$ cat config.mk
export PLATFORM = sky130hd
export DESIGN_NAME = irq_controller
export DESIGN_NICKNAME = d
export VERILOG_FILES = /design/src/rtl/irq_controller_pkg.sv /design/src/rtl/irq_sync_edge.sv /design/src/rtl/irq_controller.sv
export SDC_FILE = /design/constraint.sdc
export NUM_CORES = 1
export LEC_CHECK = 0
export ABC_CLOCK_PERIOD_IN_PS = 6000
export CAP_MARGIN = 20
export CELL_PAD_IN_SITES_DETAIL_PLACEMENT = 0
export CELL_PAD_IN_SITES_GLOBAL_PLACEMENT = 1
export CORE_ASPECT_RATIO = 0.75
export CORE_MARGIN = 2
export CORE_UTILIZATION = 33
export DETAILED_ROUTE_END_ITERATION = 6
export PLACE_DENSITY = 0.7
export REMOVE_ABC_BUFFERS = 1
export SKIP_CTS_REPAIR_TIMING = 1
export SYNTH_ARGS = -nofsm -noshare
export SYNTH_HDL_FRONTEND = slang
export SYNTH_SLANG_ARGS = --single-unit
export TNS_END_PERCENT = 1
$ cat constraint.sdc
create_clock -name clk_i -period 6 [get_ports clk_i]
set_input_delay 0.6 -clock clk_i [delete_from_list [all_inputs] [get_ports clk_i]]
set_output_delay 0.6 -clock clk_i [all_outputs]
set_load 0.03 [all_outputs]
$ cat src/rtl/irq_controller_pkg.sv
// irq_controller_pkg: register offsets, mcause codes and reset constants shared by the
// interrupt controller and its bench.
package irq_controller_pkg;
   localparam logic [4:0] OFF_MSIP        = 5'h00;
   localparam logic [4:0] OFF_MTIMECMP_LO = 5'h04;
   localparam logic [4:0] OFF_MTIMECMP_HI = 5'h08;
   localparam logic [4:0] OFF_MTIME_LO    = 5'h0C;
   localparam logic [4:0] OFF_MTIME_HI    = 5'h10;
   localparam logic [4:0] OFF_EXT_PEND    = 5'h14;
   localparam logic [4:0] OFF_EXT_EN      = 5'h18;
   localparam logic [4:0] OFF_CLAIM       = 5'h1C;
   localparam logic [31:0] CAUSE_MEI = 32'h8000_000B;
   localparam logic [31:0] CAUSE_MSI = 32'h8000_0003;
   localparam logic [31:0] CAUSE_MTI = 32'h8000_0007;
   localparam logic [63:0] MTIMECMP_RST = 64'hFFFF_FFFF_FFFF_FFFF;
endpackage

$ cat src/rtl/irq_sync_edge.sv
// irq_sync_edge: synchronises one asynchronous request line and emits a one-cycle
// pulse on each rising edge of the synchronised value.
module irq_sync_edge #(
   parameter int SYNC_STAGES = 2
) (
   input  logic clk_i,
   input  logic rst_ni,
   input  logic d_i,
   output logic rise_o
);
   logic [SYNC_STAGES-1:0] sync_q;
   logic                   prev_q;
   always_ff @(posedge clk_i or negedge rst_ni) begin
      if (!rst_ni) begin
         sync_q <= '0;
         prev_q <= 1'b0;
      end else begin
         sync_q <= {sync_q[SYNC_STAGES-2:0], d_i};
         prev_q <= sync_q[SYNC_STAGES-1];
      end
   end
   assign rise_o = sync_q[SYNC_STAGES-1] & ~prev_q;
endmodule

$ cat src/rtl/irq_controller.sv
// irq_controller: machine-mode timer, software and edge-triggered external interrupt
// source with a word-addressed register bus and a registered interrupt/cause output.
module irq_controller
   import irq_controller_pkg::*;
#(
   parameter int N_EXT       = 8,
   parameter int PRESCALE    = 1,
   parameter int SYNC_STAGES = 2
) (
   input  logic             clk_i,
   input  logic             rst_ni,
   input  logic             bus_sel_i,
   input  logic             bus_we_i,
   input  logic [4:0]       bus_addr_i,
   input  logic [31:0]      bus_wdata_i,
   output logic [31:0]      bus_rdata_o,
   output logic             bus_rvalid_o,
   input  logic [N_EXT-1:0] ext_irq_i,
   output logic             interrupt_o,
   output logic [31:0]      irq_cause_o
);
   localparam int PW = (PRESCALE > 1) ? $clog2(PRESCALE) : 1;
   localparam logic [PW-1:0] PRE_MAX = PW'(PRESCALE - 1);
   logic [PW-1:0]    pre_q, pre_d;
   logic [63:0]      mtime_q, mtime_d, mtimecmp_q, mtimecmp_d, mtime_inc;
   logic             msip_q, msip_d;
   logic [N_EXT-1:0] pend_q, pend_d, en_q, en_d, rise, hit, claim_oh;
   logic [31:0]      rdata_q, rdata_d, rdata_mux, claim_id, cause_q, cause_d;
   logic             rvalid_q, irq_q, irq_d;
   logic             wr, rd, tick, mtip, mei;
   logic [4:0]       addr;
   for (genvar g = 0; g < N_EXT; g++) begin : g_sync
      irq_sync_edge #(.SYNC_STAGES(SYNC_STAGES)) u_sync (
         .clk_i  (clk_i),
         .rst_ni (rst_ni),
         .d_i    (ext_irq_i[g]),
         .rise_o (rise[g])
      );
   end
   assign addr = bus_addr_i & 5'h1C;
   assign wr   = bus_sel_i & bus_we_i;
   assign rd   = bus_sel_i & ~bus_we_i;
   assign tick = (pre_q == PRE_MAX);
   assign hit  = pend_q & en_q;
   assign mtip = (mtime_q >= mtimecmp_q);
   assign mei  = |hit;
   // Lowest-numbered enabled pending line wins the claim.
   always_comb begin
      claim_id = '0;
      claim_oh = '0;
      for (int i = N_EXT - 1; i >= 0; i--)
         if (hit[i]) begin
            claim_id    = 32'(i + 1);
            claim_oh    = '0;
            claim_oh[i] = 1'b1;
         end
   end
   always_comb begin
      rdata_mux = '0;
      case (addr)
         OFF_MSIP:        rdata_mux = {31'd0, msip_q};
         OFF_MTIMECMP_LO: rdata_mux = mtimecmp_q[31:0];
         OFF_MTIMECMP_HI: rdata_mux = mtimecmp_q[63:32];
         OFF_MTIME_LO:    rdata_mux = mtime_q[31:0];
         OFF_MTIME_HI:    rdata_mux = mtime_q[63:32];
         OFF_EXT_PEND:    rdata_mux = {{(32-N_EXT){1'b0}}, pend_q};
         OFF_EXT_EN:      rdata_mux = {{(32-N_EXT){1'b0}}, en_q};
         OFF_CLAIM:       rdata_mux = claim_id;
         default:         rdata_mux = '0;
      endcase
   end
   // A bus write to one mtime half overrides that half's increment only.
   always_comb begin
      pre_d      = tick ? '0 : pre_q + 1'b1;
      mtime_inc  = mtime_q + 64'(tick);
      mtime_d    = {(wr && addr == OFF_MTIME_HI) ? bus_wdata_i : mtime_inc[63:32],
                    (wr && addr == OFF_MTIME_LO) ? bus_wdata_i : mtime_inc[31:0]};
      mtimecmp_d = {(wr && addr == OFF_MTIMECMP_HI) ? bus_wdata_i : mtimecmp_q[63:32],
                    (wr && addr == OFF_MTIMECMP_LO) ? bus_wdata_i : mtimecmp_q[31:0]};
      msip_d     = (wr && addr == OFF_MSIP) ? bus_wdata_i[0] : msip_q;
      en_d       = (wr && addr == OFF_EXT_EN) ? bus_wdata_i[N_EXT-1:0] : en_q;
      pend_d     = (pend_q & ~((rd && addr == OFF_CLAIM) ? claim_oh : '0)) | rise;
      rdata_d    = rd ? rdata_mux : rdata_q;
      irq_d      = msip_q | mtip | mei;
      cause_d    = mei ? CAUSE_MEI : msip_q ? CAUSE_MSI : mtip ? CAUSE_MTI : '0;
   end
   always_ff @(posedge clk_i or negedge rst_ni) begin
      if (!rst_ni) begin
         pre_q      <= '0;
         mtime_q    <= '0;
         mtimecmp_q <= MTIMECMP_RST;
         msip_q     <= 1'b0;
         pend_q     <= '0;
         en_q       <= '0;
         rdata_q    <= '0;
         rvalid_q   <= 1'b0;
         irq_q      <= 1'b0;
         cause_q    <= '0;
      end else begin
         pre_q      <= pre_d;
         mtime_q    <= mtime_d;
         mtimecmp_q <= mtimecmp_d;
         msip_q     <= msip_d;
         pend_q     <= pend_d;
         en_q       <= en_d;
         rdata_q    <= rdata_d;
         rvalid_q   <= rd;
         irq_q      <= irq_d;
         cause_q    <= cause_d;
      end
   end
   assign bus_rdata_o  = rdata_q;
   assign bus_rvalid_o = rvalid_q;
   assign interrupt_o  = irq_q;
   assign irq_cause_o  = cause_q;
endmodule

==> summary by stage <==
Run status
The flow ran to the end, and the final reports show no timing, DRC or antenna violations.

Logic synthesis
Counting flops with an async set or reset pin after synthesis yields a share of 100.0%. The netlist uses 53 different library cells. The flop and latch count out of synthesis is 205. The share of the synthesized area in the top cell type is 30.97%. Of the total synthesized cell area, the portion taken by AND, OR, NAND and NOR gates is 17.28%.

Yosys printed 0 warnings. Summing the areas of all fa, ha and maj instances in the mapped netlist gives 7.137% of the synthesized area. The fraction of the mapped netlist area in compound gates is 15.99%. The cell accounting for the most synthesized area is dfrtp_1.

After synthesis, the largest family of logic cells by area is simple AND/OR/NAND/NOR gates. The number of enable flip-flop cells after synthesis is 0. The post-synthesis instance area is 11390 um2. Yosys attributes the largest share of cell area to dfrtp_1 31%, dfstp_2 15%, o21ai_0 7.5%. The average cell area after synthesis is 8.902 um2. The fraction of synthesized cell area in xor and xnor cells is 4.689%. The most common flop cell mapped by yosys is dfrtp_1. The multiplexer area fraction after synthesis is 2.383%. Summing the sequential cell areas from Yosys gives 45.72% of the chip area. Synthesis handed over a netlist of 1280 instances.

Placed design
The routability congestion estimate is 0.7955. The cell count after placement is 1762. The wire-length estimate of the detail-placed layout is 22050 um. After detailed placement, the total cell area comes to 12580 um2. The count of buffers added on input and output ports is 85.

Pwr
The maximum VDD drop is 0.0001821 V. The total power is 0.004879 W. The leakage power summed over all cells is 5.481 nW. Dividing total power by cell area gives a power density of 364.5 nW/um2.

Clocking
After clock tree synthesis, the clock-pin slew on the worst setup and hold paths is 0.06 ns. The buffer cell driving the clock tree root is clkbuf_16. The clock sink count is 205. CTS built an H-tree with a depth of 1. TritonCTS built the clock tree. The clock insertion delay at the later pin of the skew report is 0.54 ns.

Buffers inserted during clock tree synthesis total 23. The clock passes through at most 3 buffers.

Detailed routing
Detailed routing inserted a total of 9044 vias. The final wirelength is 32180 um. Using the TritonRoute via totals, the vias-per-cell ratio works out to 5.013. The number of design rule violations left after detail routing is 0. The first detailed-routing pass took 5 iterations.

The starting DRC count in detailed routing is 780. In the final routed layout, each cell accounts on average for 17.84 um. The number of routed nets with antenna violations is 0.

GRT
The total overflow left after global routing is 0. Entering global routing, the biggest net connects 124 pins. The via count of the first global-routing pass came to 8711. The total global routing track utilization is 18.06%. After global routing, the most crowded layer is met1. The number of antenna violations at the first check in global routing is 0. Global routing used 27.79% of the available met1 tracks. The met3 global-route usage is 2.413%. The met2 layer usage reported by global route is 27.00%. The first global-routing pass estimated 50930 um of wire.

Final layout
The number of diodes added for antenna fixing is 0. The growth of design area from synthesis to finish is 17.47%. Fill cells in the final layout number 3441. The fraction of layout instances using a drive strength above 1 is 11.74%.

Excluding fillers, the count of instances in the completed layout stands at 1804. The total non-filler cell area in the finished layout is 13390 um2. Across the whole layout, storage elements account for 5210 um2. The final layout contains 1451 nets. Summing all multi-input logic gate instances after layout gives 5549 um2.

STA
The remaining max-slew budget at the tightest pin is 37.93%. The final count of hold timing violations is 0. At the pin with the least slew margin, the transition time is 0.9076 ns. The total of endpoints with negative setup slack in the final report is 0. Setup repair after global routing left no endpoint under its margin. Derived from the worst setup path, the maximum achievable clock frequency is 332.3 MHz. The final-layout setup total negative slack is 0 ns. For the final database, setup skew stands at 0.02090 ns. The count of pins over their slew limit came to 0. The minimum clock period after layout is 3.009 ns. Hold is met by 0.1048 ns.

The share of the cycle needed by the critical path after routing is 50.16%.

Worst setup path
The critical path starts at mtime_q[9]. The number of cells on the worst reg-to-reg path is 7. The cell type group with the largest total delay on the critical path is simple AND/OR/NAND/NOR gates.

Along the worst path, the maximum fanout reaches 12. The data arrival time of the critical path is 3.45 ns. The startpoint identified for the worst register-to-register timing path is mtime_q[9]. The element type at the critical path start is a flip-flop. By startpoint and endpoint, the worst setup path is classified as reg2reg. The peak per-stage delay on the critical path is 0.75 ns.

The number of logic stages on the critical path including buffering is 7. The worst setup path is captured at a flip-flop. The count of buffer and inverter cells on the critical path is 1. The cell with the most instances on the worst path is nand3_1. STA puts the critical path data required time at 6.44 ns. The largest individual stage delay along the critical path comes from the cell or4_1. The signal on the critical path passes through nand3_1 > or4_1 > nor4_4 > buf_4 > nand3_1 > or3_1 > a31oi_1.

Floorplanning
The area of the die is 36050 um2. The number of standard-cell rows in the floorplan is 58. The region available for standard cell placement spans 33740 um2. The initial utilization of the core area, before any placement, comes to 33.77%.

The floorplan die width is 218.6 um. The I/O pin total is 115. Measured along the y axis, the die boundary spans 164.9 um.

Run
Across the run, the number of max-cap violations was 0.

Hold path
The worst hold path belongs to the class in2async.
-- kinds of logic after synthesis --
family,Yosys count
xor+xnor,61
mux,24
fa+ha+maj,65
flops,205
buf+inv,171
simple gates,426
other cells,1
compound gates,327
-- cell usage in the layout (no fill, tap or decap), types with 9 or more instances in the layout --
master,netlist,layout
conb_1,1,27
mux2_2,15,15
o21ai_0,170,170
a22oi_1,26,26
nand4_1,26,26
a221oi_1,10,10
xor2_1,34,34
nor3_1,13,13
and4_1,9,9
nand3_1,39,38
and3_1,10,10
ha_1,65,65
clkdlybuf4s50_1,0,81
nor2_1,81,80
dfrtp_1,141,141
nand2_1,211,211
xnor2_1,27,27
buf_4,30,14
clkbuf_16,0,23
dfstp_2,64,64
inv_1,77,77
a21oi_1,92,92
-- Yosys cell counts, types with 2 or more instances --
cell,n
o211ai_1,3
a211oi_1,7
and4_1,9
o21ai_0,170
xor2_1,34
nand3_1,39
dfrtp_1,141
a22o_1,2
xnor2_1,27
nor3_2,5
a21oi_1,92
mux2_2,15
buf_6,2
buf_4,30
and2_1,3
a221oi_1,10
a22oi_1,26
clkbuf_1,56
nor2b_1,6
buf_1,5
mux2i_1,8
or2_2,2
ha_1,65
dfstp_2,64
nor3b_1,3
a21o_1,6
nand2_1,211
nand4_1,26
and3_1,10
nor2_1,81
a21boi_0,3
nor4_1,5
nor3_1,13
a2111oi_0,3
nand2b_1,3
or4_4,2
inv_1,77
-- state kept, by name, summed over array words and instances (netlist names) --
signal                flops
bus_rvalid_o              1
en_q                      8
mtimecmp_q               64
bus_rdata_o              32
g_sync.u_sync.prev_q      8
pend_q                    8
mtime_q                  64
msip_q                    1
g_sync.u_sync.sync_q     16
irq_cause_o               3
-- per-layer routing --
metal  share of wire, %  vias up  wire length [um]
li1                   -     4468                 -
met1                 52     4385             16780
met2                 42      161             13650
met3                3.9       30              1266
met4                1.5        0               475
met5                  0        -                 0
-- power breakdown --
| group | total (W) | switching (W) | internal (W) |
|---|---|---|---|
| Combinational | 0.00132 | 0.000774 | 0.000542 |
| Sequential | 0.00202 | 0.000286 | 0.00173 |
| Clock | 0.00154 | 0.000631 | 0.000912 |
-- cell type report --
cell class | instances | area share [%]
Sequential cell | 205 | 38.92
Inverter | 77 | 2.159
Multi-Input combinational cell | 930 | 41.46
Tap cell | 450 | 4.206
Clock inverter | 13 | 1.430
Clock buffer | 29 | 4.618
Timing Repair Buffer | 100 | 7.207
-- per-stage QoR --
stage,setup slack (ns),util (%)
finish,2.991,39.67
global route,2.888,39.67
CTS,2.982,39.67
detailed placement,2.920,37.27
global placement,2.945,37.27
floorplan,1.913,-
-- final timing paths --
| path | slack [ns] | to |
|---|---|---|
| setup / recovery | 2.99 | mtime_q[60] |
| min in group clk_i | 0.35 | g_sync[5].u_sync.sync_q[1] |
| hold reg to reg | 0.35 | g_sync[5].u_sync.sync_q[1] |
| hold / removal | 0.10 | bus_rdata_o[20] |
| setup reg to reg | 2.99 | mtime_q[60] |
| max in group asynchronous | 4.79 | g_sync[4].u_sync.sync_q[0] |
No activity file was read; power rests on OpenSTA's default activity.
